**config.mk**
```make
export PLATFORM = sky130hd
export DESIGN_NAME = reminder_alert_ctrl_flat
export DESIGN_NICKNAME = d
export VERILOG_FILES = /design/src/rtl/reminder_alert_ctrl_if.sv /design/src/rtl/reminder_alert_ctrl.sv /design/src/flat_wrapper.sv
export SDC_FILE = /design/constraint.sdc
export NUM_CORES = 1
export LEC_CHECK = 0
export ABC_AREA = 1
export CAP_MARGIN = 30
export CORE_MARGIN = 2
export CORE_UTILIZATION = 30
export DETAILED_ROUTE_END_ITERATION = 8
export GPL_TIMING_DRIVEN = 0
export PLACE_DENSITY = 0.49
export SLEW_MARGIN = 0
export SYNTH_ARGS = -nofsm -noshare
export SYNTH_HDL_FRONTEND = slang
export SYNTH_SLANG_ARGS = --single-unit
```
**constraint.sdc**
```tcl
create_clock -name clk -period 1.9 [get_ports clk]
set_clock_uncertainty 0.1 [all_clocks]
set_input_delay 0.38 -clock clk [delete_from_list [all_inputs] [get_ports clk]]
set_output_delay 0.38 -clock clk [all_outputs]
set_load 0.05 [all_outputs]
```
**src/rtl/reminder_alert_ctrl_if.sv**
```systemverilog
// reminder_alert_ctrl_if: alert controller signal bundle.
//   master: drives tick_1hz, remind, ack; observes buzzer, led, alert_active, miss_cnt, missed
//   slave : the controller side of the same signals
interface reminder_alert_ctrl_if;
    logic       tick_1hz;
    logic       remind;
    logic       ack;
    logic       buzzer;
    logic       led;
    logic       alert_active;
    logic [2:0] miss_cnt;
    logic       missed;
    modport master(output tick_1hz, remind, ack, input buzzer, led, alert_active, miss_cnt, missed);
    modport slave(input tick_1hz, remind, ack, output buzzer, led, alert_active, miss_cnt, missed);
endinterface

```
**src/rtl/reminder_alert_ctrl.sv**
```systemverilog
// reminder_alert_ctrl: hydration alert sequencer (IDLE/ALERT/SNOOZE/MISSED) driving buzzer and LED.
//   clk, reset (async, active-high)
//   bus.tick_1hz/remind/ack in; bus.buzzer/led/alert_active/miss_cnt/missed out (all registered)
module reminder_alert_ctrl #(
    parameter int BEEP_ON_S   = 1,
    parameter int BEEP_OFF_S  = 1,
    parameter int ALERT_LEN_S = 30,
    parameter int SNOOZE_S    = 600,
    parameter int MAX_MISS    = 3
) (
    input logic                  clk,
    input logic                  reset,
    reminder_alert_ctrl_if.slave bus
);
    localparam int SMAX = ALERT_LEN_S > SNOOZE_S ? ALERT_LEN_S : SNOOZE_S;
    localparam int PMAX = BEEP_ON_S > BEEP_OFF_S ? BEEP_ON_S : BEEP_OFF_S;
    localparam int SW   = $clog2(SMAX + 1);
    localparam int PW   = $clog2(PMAX + 1);

    typedef enum logic [1:0] {IDLE, ALERT, SNOOZE, MISSED} state_t;

    state_t          state, state_n;
    logic [SW-1:0]   sec_cnt, sec_n;
    logic [PW-1:0]   ph_cnt, ph_n, ph_inc, ph_len;
    logic            phase, phase_n;
    logic [2:0]      miss_r, miss_n;
    logic            led_r, led_n, buz_r, act_r, mis_r;

    assign ph_inc = ph_cnt + PW'(1);
    assign ph_len = phase ? PW'(BEEP_ON_S) : PW'(BEEP_OFF_S);

    always_comb begin
        state_n = state;
        sec_n   = sec_cnt;
        ph_n    = ph_cnt;
        phase_n = phase;
        miss_n  = miss_r;
        case (state)
            IDLE: if (bus.remind) state_n = ALERT;
            ALERT: begin
                if (!bus.remind) state_n = IDLE;
                else if (bus.ack) begin
                    state_n = SNOOZE;
                    miss_n  = '0;
                end else if (bus.tick_1hz && sec_cnt == SW'(ALERT_LEN_S - 1)) begin
                    state_n = (miss_r + 3'd1 == 3'(MAX_MISS)) ? MISSED : SNOOZE;
                    miss_n  = miss_r + 3'd1;
                end else if (bus.tick_1hz) begin
                    sec_n   = sec_cnt + SW'(1);
                    ph_n    = (ph_inc == ph_len) ? '0 : ph_inc;
                    phase_n = (ph_inc == ph_len) ? ~phase : phase;
                end
            end
            SNOOZE: begin
                if (!bus.remind) state_n = IDLE;
                else if (bus.tick_1hz && sec_cnt == SW'(SNOOZE_S - 1)) state_n = ALERT;
                else if (bus.tick_1hz) sec_n = sec_cnt + SW'(1);
            end
            MISSED: if (!bus.remind || bus.ack) state_n = IDLE;
            default: state_n = IDLE;
        endcase
        // Every state change reloads the counters so ALERT always restarts at phase ON.
        if (state_n != state) begin
            sec_n   = '0;
            ph_n    = '0;
            phase_n = 1'b1;
        end
        if (state_n == IDLE) miss_n = '0;
        // SNOOZE blinks from 0 on entry, toggling once per tick while it stays.
        led_n = (state_n == ALERT || state_n == MISSED) ? 1'b1 :
                (state_n == SNOOZE && state == SNOOZE) ? led_r ^ bus.tick_1hz : 1'b0;
    end

    always_ff @(posedge clk or posedge reset) begin
        if (reset) begin
            state   <= IDLE;
            sec_cnt <= '0;
            ph_cnt  <= '0;
            phase   <= 1'b0;
            miss_r  <= '0;
            led_r   <= 1'b0;
            buz_r   <= 1'b0;
            act_r   <= 1'b0;
            mis_r   <= 1'b0;
        end else begin
            state   <= state_n;
            sec_cnt <= sec_n;
            ph_cnt  <= ph_n;
            phase   <= phase_n;
            miss_r  <= miss_n;
            led_r   <= led_n;
            buz_r   <= state_n == ALERT && phase_n;
            act_r   <= state_n == ALERT;
            mis_r   <= state_n == MISSED;
        end
    end

    assign bus.buzzer       = buz_r;
    assign bus.led          = led_r;
    assign bus.alert_active = act_r;
    assign bus.miss_cnt     = miss_r;
    assign bus.missed       = mis_r;
endmodule

```
**src/flat_wrapper.sv**
```systemverilog
// flat-port wrapper written by rule: the top's interface ports become plain ports
module reminder_alert_ctrl_flat 
#(
    parameter int BEEP_ON_S   = 1,
    parameter int BEEP_OFF_S  = 1,
    parameter int ALERT_LEN_S = 30,
    parameter int SNOOZE_S    = 600,
    parameter int MAX_MISS    = 3
)
  (clk, reset, bus_tick_1hz, bus_remind, bus_ack, bus_buzzer, bus_led, bus_alert_active, bus_miss_cnt, bus_missed);
  reminder_alert_ctrl_if bus_i ();
  input logic clk;
  input logic reset;
  input wire logic [$bits(bus_i.tick_1hz)-1:0] bus_tick_1hz;
  input wire logic [$bits(bus_i.remind)-1:0] bus_remind;
  input wire logic [$bits(bus_i.ack)-1:0] bus_ack;
  output wire logic [$bits(bus_i.buzzer)-1:0] bus_buzzer;
  output wire logic [$bits(bus_i.led)-1:0] bus_led;
  output wire logic [$bits(bus_i.alert_active)-1:0] bus_alert_active;
  output wire logic [$bits(bus_i.miss_cnt)-1:0] bus_miss_cnt;
  output wire logic [$bits(bus_i.missed)-1:0] bus_missed;
  assign bus_i.tick_1hz = bus_tick_1hz;
  assign bus_i.remind = bus_remind;
  assign bus_i.ack = bus_ack;
  assign bus_buzzer = bus_i.buzzer;
  assign bus_led = bus_i.led;
  assign bus_alert_active = bus_i.alert_active;
  assign bus_miss_cnt = bus_i.miss_cnt;
  assign bus_missed = bus_i.missed;
  reminder_alert_ctrl #(.BEEP_ON_S(BEEP_ON_S), .BEEP_OFF_S(BEEP_OFF_S), .ALERT_LEN_S(ALERT_LEN_S), .SNOOZE_S(SNOOZE_S), .MAX_MISS(MAX_MISS)) u_core (.clk(clk), .reset(reset), .bus(bus_i));
endmodule
```
==> impl_metrics.toml, run 1 <==
[power_and_ir_drop]
clockPowerShare = 0.125
worst_ir_drop_vdd_v = 0.0003951
switchingPower_uw = 1113
switching_share = 0.4939
p_per_area_nw_per_um2 = 1281
leakage_uw = 0.0007613
fin_total_pwr_uw = 2254
comb_power_share = 0.629
seqPwrFrac = 0.245
internal-power_uw = 1140

[drt]
wl_per_cell_um = 11.53
postRouteAntennaNets = 0
drc = 0
first_pass_iters = 4
drtIter0Drc = 39
drt-vias-per-instance = 4.514
wirelength_um = 2894
vias = 1133

[sta]
timing.fmax_ghz = 0.5383
setup_viol = 0
slew_headroom = 0.5028
whs_ns = 0.4512
finalWorstPathRequiredPeriod_ns = 1.858
rsz0062_at_grt = "true"
final_hold_viol_count = 0
tightest_slew_ns = 0.7450
setup_ws_ns = 0.04213
period_share = 0.9778
slew_violations = 0

[place]
dp_slack_ns = -0.3922
port_buffers = 11
dp.cells = 238
dp_hpwl_um = 2127
gp_congestion = 0.8274

[layout]
area_delta_synth_final_pct = 27.12
seq_area_um2 = 504.2
final_cell_count_no_fill = 251
nets = 213
final_layout_size_suffix_gt1_frac = 0.3116
multi_input_area_um2 = 882.1
post-route-util = 0.4013
fillCellCount = 487
diodes = 0

[worst_setup_path]
worstPathRequired_ns = 1.99
cp_cell_sequence = "clkdlybuf4s50_1 > inv_1 > nor2_2 > o21bai_1 > nand2_1 > nand2_4 > nand2_4 > nand2_4 > nand2_8 > nand2_8 > nor2_2"
cpPeakStageDelay_ns = 0.65
start_kind = "input pin"
path_max_fanout = 6
r2r_start = "u_core.state[1]$_DFF_PP0_"
ff2ff_setup_slack_ns = 0.05
critical_path_class = "input pin to flip-flop"
cpMaxStageDelayCell = "clkdlybuf4s50_1"
reg2reg_to = "u_core.sec_cnt[0]$_DFFE_PP0P_"
worstPathArrival_ns = 1.94
r2r.worst_path.cells = 12
crit_path_frequent_cell = "nand2_4"
crit_family = "buffers and inverters"
worst_setup_path_end_kind = "flip-flop"
cp_num_buf_inv = 2

[synth]
async_flop_share = 1.000
syn_avg_cell_area_um2 = 7.908
synth_nets = 188
synthMuxAreaShare = 0.01447
seq_area_frac_synth = 0.3617
synth_cell_types = 27
synth_adder_area_share = 0.07233
yosys-top-cells-area = "dfrtp_1, nand2_1, ha_1"
ys.flop_type = "dfrtp_1"
synth_top_family_by_area = "simple AND/OR/NAND/NOR gates"
synth_common_cells = "nand2_1, inv_1, nor2_1, dfrtp_1, nor2_2"
syn-cell-area_um2 = 1384
synth_compound_area_frac = 0.04882
synth_top_area_cell = "dfrtp_1"
ys_ff_latch = 20
synth_top_area_frac = 0.3617
synth-simple-area-share = 0.3689
synthCells = 175
synth-edff-count = 0
ys_warn_count = 0
yosysMostFrequentCell = "nand2_1"
synth_xor_area_frac = 0.06329

[worst_hold_path]
hp-class = "input pin to async pin"

[floorplanning]
die_x_um = 71.92
die-area_um2 = 5172
die_h_um = 71.92
core_um2 = 4384
start_util = 0.3156
rows = 24
io_pins = 12

[clock_network]
cts_inserted_buffers = 3
cts_max_path_buffers = 2
clock-sinks = 20
h-tree-depth = 1
clock_latency_ns = 0.25
ctsHoldBuffers = 0
cts_tree = "done"
cts_root_buf = "clkbuf_8"
clkSlewWorstSetupHoldPaths_ns = 0.08

[global_routing]
antenna_found_initial = 0
track_usage = 0.1230
grt_overflow = 0
grt_max_degree = 21
grt_pass1_wl_um = 5057
grt_pass1_vias = 1122

[job]
drv_cap = 0

[outcome]
outcome = "finished clean"
what timing repair did:
action / 4_1_cts / 5_1_grt
gates resized for setup: 18 / 14
pin swaps: 8 / 7
gates cloned: 1 / 0
setup buffers: 6 / 2
endpoints found under the setup margin: 17 / 19
layer usage:
| layer | part of all wire | GRT usage |
|---|---|---|
| met5 | 0 | 0 |
| met4 | 0.0079 | 0.02935 |
| met3 | 0.027 | 0.02083 |
| met2 | 0.48 | 0.1965 |
| met1 | 0.49 | 0.1747 |
power groups by stage:
stage,Clock [uW],Combinational [uW],Sequential [uW]
2_1_floorplan,0,714,667
3_3_place_gp,0,1060,560
3_5_place_dp,0,1070,561
4_1_cts,293,1350,547
5_1_grt,310,1540,565
6_report,283,1420,553
how the worst max path moves through the flow:
stage | from | end | slack, ns | depth (start not counted)
after floorplan | u_core.bus.miss_cnt[0]$_DFFE_PP0P_ | u_core.sec_cnt[5]$_DFFE_PP0P_ | 0.06 | 11
after global placement | bus_remind | u_core.sec_cnt[3]$_DFFE_PP0P_ | -0.36 | 13
after detailed placement | bus_remind | u_core.sec_cnt[8]$_DFFE_PP0P_ | -0.39 | 13
after CTS | u_core.sec_cnt[1]$_DFFE_PP0P_ | u_core.sec_cnt[0]$_DFFE_PP0P_ | -0.02 | 13
after global routing | u_core.sec_cnt[1]$_DFFE_PP0P_ | u_core.sec_cnt[3]$_DFFE_PP0P_ | -0.1 | 12
final | bus_tick_1hz | u_core.sec_cnt[0]$_DFFE_PP0P_ | 0.04 | 11
placed cells by master (no fill, tap or decap), types with 6 or more instances in the layout:
| cell type | synthesis | layout |
|---|---|---|
| nand2_1 | 37 | 31 |
| inv_1 | 23 | 21 |
| nor2_1 | 22 | 19 |
| dfrtp_1 | 20 | 17 |
| nor2_2 | 14 | 15 |
| nand3_1 | 11 | 10 |
| xor2_1 | 9 | 9 |
| buf_4 | 0 | 8 |
| nand2_2 | 4 | 7 |
| dlygate4sd2_1 | 0 | 6 |
cell type report:
class	count	share of cell area
clock buffers	4	0.02560
flip-flops and latches	20	0.2866
multi-input cells	130	0.5014
inverters	26	0.05690
well taps	52	0.03698
repair buffers	19	0.09246
cell families after synthesis:
family	count (synthesis)
multiplexers	2
flip-flops	20
AND/OR/NAND/NOR	100
XOR/XNOR	10
buffers and inverters	26
adder cells (fa/ha/maj)	8
AO/OA/AOI/OAI	9
stage by stage:
stage	instance area, um^2	setup TNS (ns)
6_report	1759	0
3_3_place_gp	1562	-5.293
4_1_cts	1707	-0.05178
2_1_floorplan	1386	0
3_5_place_dp	1562	-5.768
5_1_grt	1759	-1.370
state kept, by name (all words and copies together), names as in the netlist:
name / count
u_core.phase: 1
u_core.bus.miss_cnt: 3
u_core.bus.alert_active: 1
u_core.sec_cnt: 10
u_core.bus.buzzer: 1
u_core.state: 2
u_core.bus.led: 1
u_core.bus.missed: 1
No activity file was read; power rests on OpenSTA's default activity.
==> run 2: changes to the inputs <==
CORE_UTILIZATION = 35   (was 30)
PLACE_DENSITY = 0.55   (was 0.49)
==> run 2 against run 1 <==
  * Via count is 7.1% higher
  * Final cell count grew 1.2%
  * Highest routed layer unchanged
  * Largest power group unchanged
  * Worst setup slack worse by 0.024 ns
==> impl_metrics.toml, run 2 (same netlist as run 1, synthesis figures left out) <==
[worst_setup_path]
path_max_fanout = 5
worstPathArrival_ns = 1.93
start_kind = "flip-flop"
critical_path_class = "flip-flop to flip-flop"
worst_setup_path_end_kind = "flip-flop"
worstPathRequired_ns = 1.95

[worst_hold_path]
hp-class = "input pin to async pin"

[floorplanning]
rows = 22
start_util = 0.3697
die_h_um = 66.88
die-area_um2 = 4473
die_x_um = 66.88
io_pins = 12
core_um2 = 3744

[layout]
largest_reg_flops = 10
layout_commonest_cell = "nand2_1"
fillCellCount = 366
diodes = 0
regMostFlops = "u_core.sec_cnt"
final_cell_count_no_fill = 254
nets = 220
final_cell_mix = "nand2_1, inv_1, nor2_2"
area_delta_synth_final_pct = 36.80
final_layout_size_suffix_gt1_frac = 0.3883

[outcome]
outcome = "finished clean"

[clock_network]
clock-sinks = 20
cts_tree = "done"
cts_max_path_buffers = 2
clkSlewWorstSetupHoldPaths_ns = 0.08
h-tree-depth = 1
clock_latency_ns = 0.26
cts_root_buf = "clkbuf_8"
ctsHoldBuffers = 0
cts_inserted_buffers = 3

[sta]
fin_tns_setup_ns = 0
rsz0062_at_grt = "true"
slew_headroom = 0.4808
finalWorstPathRequiredPeriod_ns = 1.882
timing.fmax_ghz = 0.5314
slew_violations = 0
setup_viol = 0
tightest_slew_ns = 0.7779
final_hold_viol_count = 0
period_share = 0.9905

[global_routing]
track_usage = 0.1520
antenna_found_initial = 0
grt_overflow = 0
grt_max_degree = 21
grt_pass1_vias = 1134
grt_pass1_wl_um = 5009

[drt]
vias = 1213
wirelength_um = 3114
drc = 0
first_pass_iters = 4
drtIter0Drc = 27
wl_per_cell_um = 12.26
drt-vias-per-instance = 4.776
postRouteAntennaNets = 0

[power_and_ir_drop]
worst_ir_drop_vdd_v = 0.0008883
leakage_uw = 0.0008336
p_per_area_nw_per_um2 = 1328

[job]
drv_cap = 0

[place]
gp_congestion = 0.7989
dp.cells = 234
port_buffers = 11
dp_hpwl_um = 2021
run 2: changes by cell type in the layout (fill, tap and decap cells not counted), sizes merged:
cell	delta
buf	+7
bufinv	+1
clkbuf	-1
clkdlybuf4s50	-1
dlygate4sd2	-1
dlymetal6s2s	+2
run 2: worst paths after layout:
| kind | start | end | slack (ns) | cells past startpoint |
|---|---|---|---|---|
| setup / recovery | u_core.sec_cnt[1]$_DFFE_PP0P_ | u_core.sec_cnt[8]$_DFFE_PP0P_ | 0.02 | 13 |
| hold / removal | reset | u_core.bus.miss_cnt[2]$_DFFE_PP0P_ | 0.46 | 2 |
| setup reg to reg | u_core.sec_cnt[1]$_DFFE_PP0P_ | u_core.sec_cnt[8]$_DFFE_PP0P_ | 0.02 | 13 |
| hold reg to reg | u_core.bus.led$_DFF_PP0_ | u_core.bus.led$_DFF_PP0_ | 0.47 | 3 |
| max in group asynchronous | reset | u_core.state[1]$_DFF_PP0_ | 0.71 | 2 |
| min in group clk | u_core.bus.led$_DFF_PP0_ | u_core.bus.led$_DFF_PP0_ | 0.47 | 3 |
run 2: final cells by class:
cell class	instances	area, um^2	area share
Multi-Input combinational cell	130	935.9	0.4944
Clock inverter	1	30.03	0.01586
Timing Repair Buffer	26	221.5	0.1170
Clock buffer	3	41.29	0.02181
Tap cell	48	60.06	0.03172
Inverter	26	100.1	0.05287
Sequential cell	20	504.2	0.2664
run 2: layer usage:
layer	part of all wire	GRT usage	up-vias
met5	0	0	-
met4	0.026	0.06378	0
met3	0.040	0.02027	8
met2	0.50	0.2763	26
met1	0.44	0.1773	572
li1	-	-	607
run 2: through the flow:
stage | total power (uW) | instance area [um^2] | hold slack, ns | worst slack (ns) | utilization
final | 2514 | 1893 | 0.4568 | 0.01813 | 0.5057
after global routing | 2684 | 1893 | 0.5098 | -0.08316 | 0.5057
after CTS | 2326 | 1743 | 0.4858 | -0.02153 | 0.4656
after detailed placement | 1615 | 1556 | 0.4714 | -0.3674 | 0.4158
after global placement | 1607 | 1556 | 0.4587 | -0.3548 | 0.4158
after floorplan | 1380 | 1386 | 0.2437 | 0.06224 | -
run 2: what timing repair did:
| item | in CTS | in global routing |
|---|---|---|
| gates resized for setup | 22 | 24 |
| setup endpoints to repair | 18 | 21 |
| pin swaps | 8 | 9 |
| gates cloned | 1 | 0 |
| setup buffers | 5 | 10 |
run 2: power by group:
group          internal, uW  switching, uW  total, uW  leakage [uW]
logic                   556            970       1530      0.000536
registers               496           57.3        553      0.000262
clock network           281            153        435     0.0000357
total                  1330           1180       2510      0.000834
run 2: worst max-delay path, cell delays in order, from the launching register on:
cell and delay [ns]:
dfrtp_1 0.41, inv_1 0.07, ha_2 0.18, nand2_2 0.07, nor2_4 0.12, nand3_4 0.11
a21oi_4 0.16, nor2_2 0.06, nand2_4 0.07, nand2_4 0.06, nand2_4 0.11, nand2_8 0.08
nand2_8 0.11, nor2_2 0.04
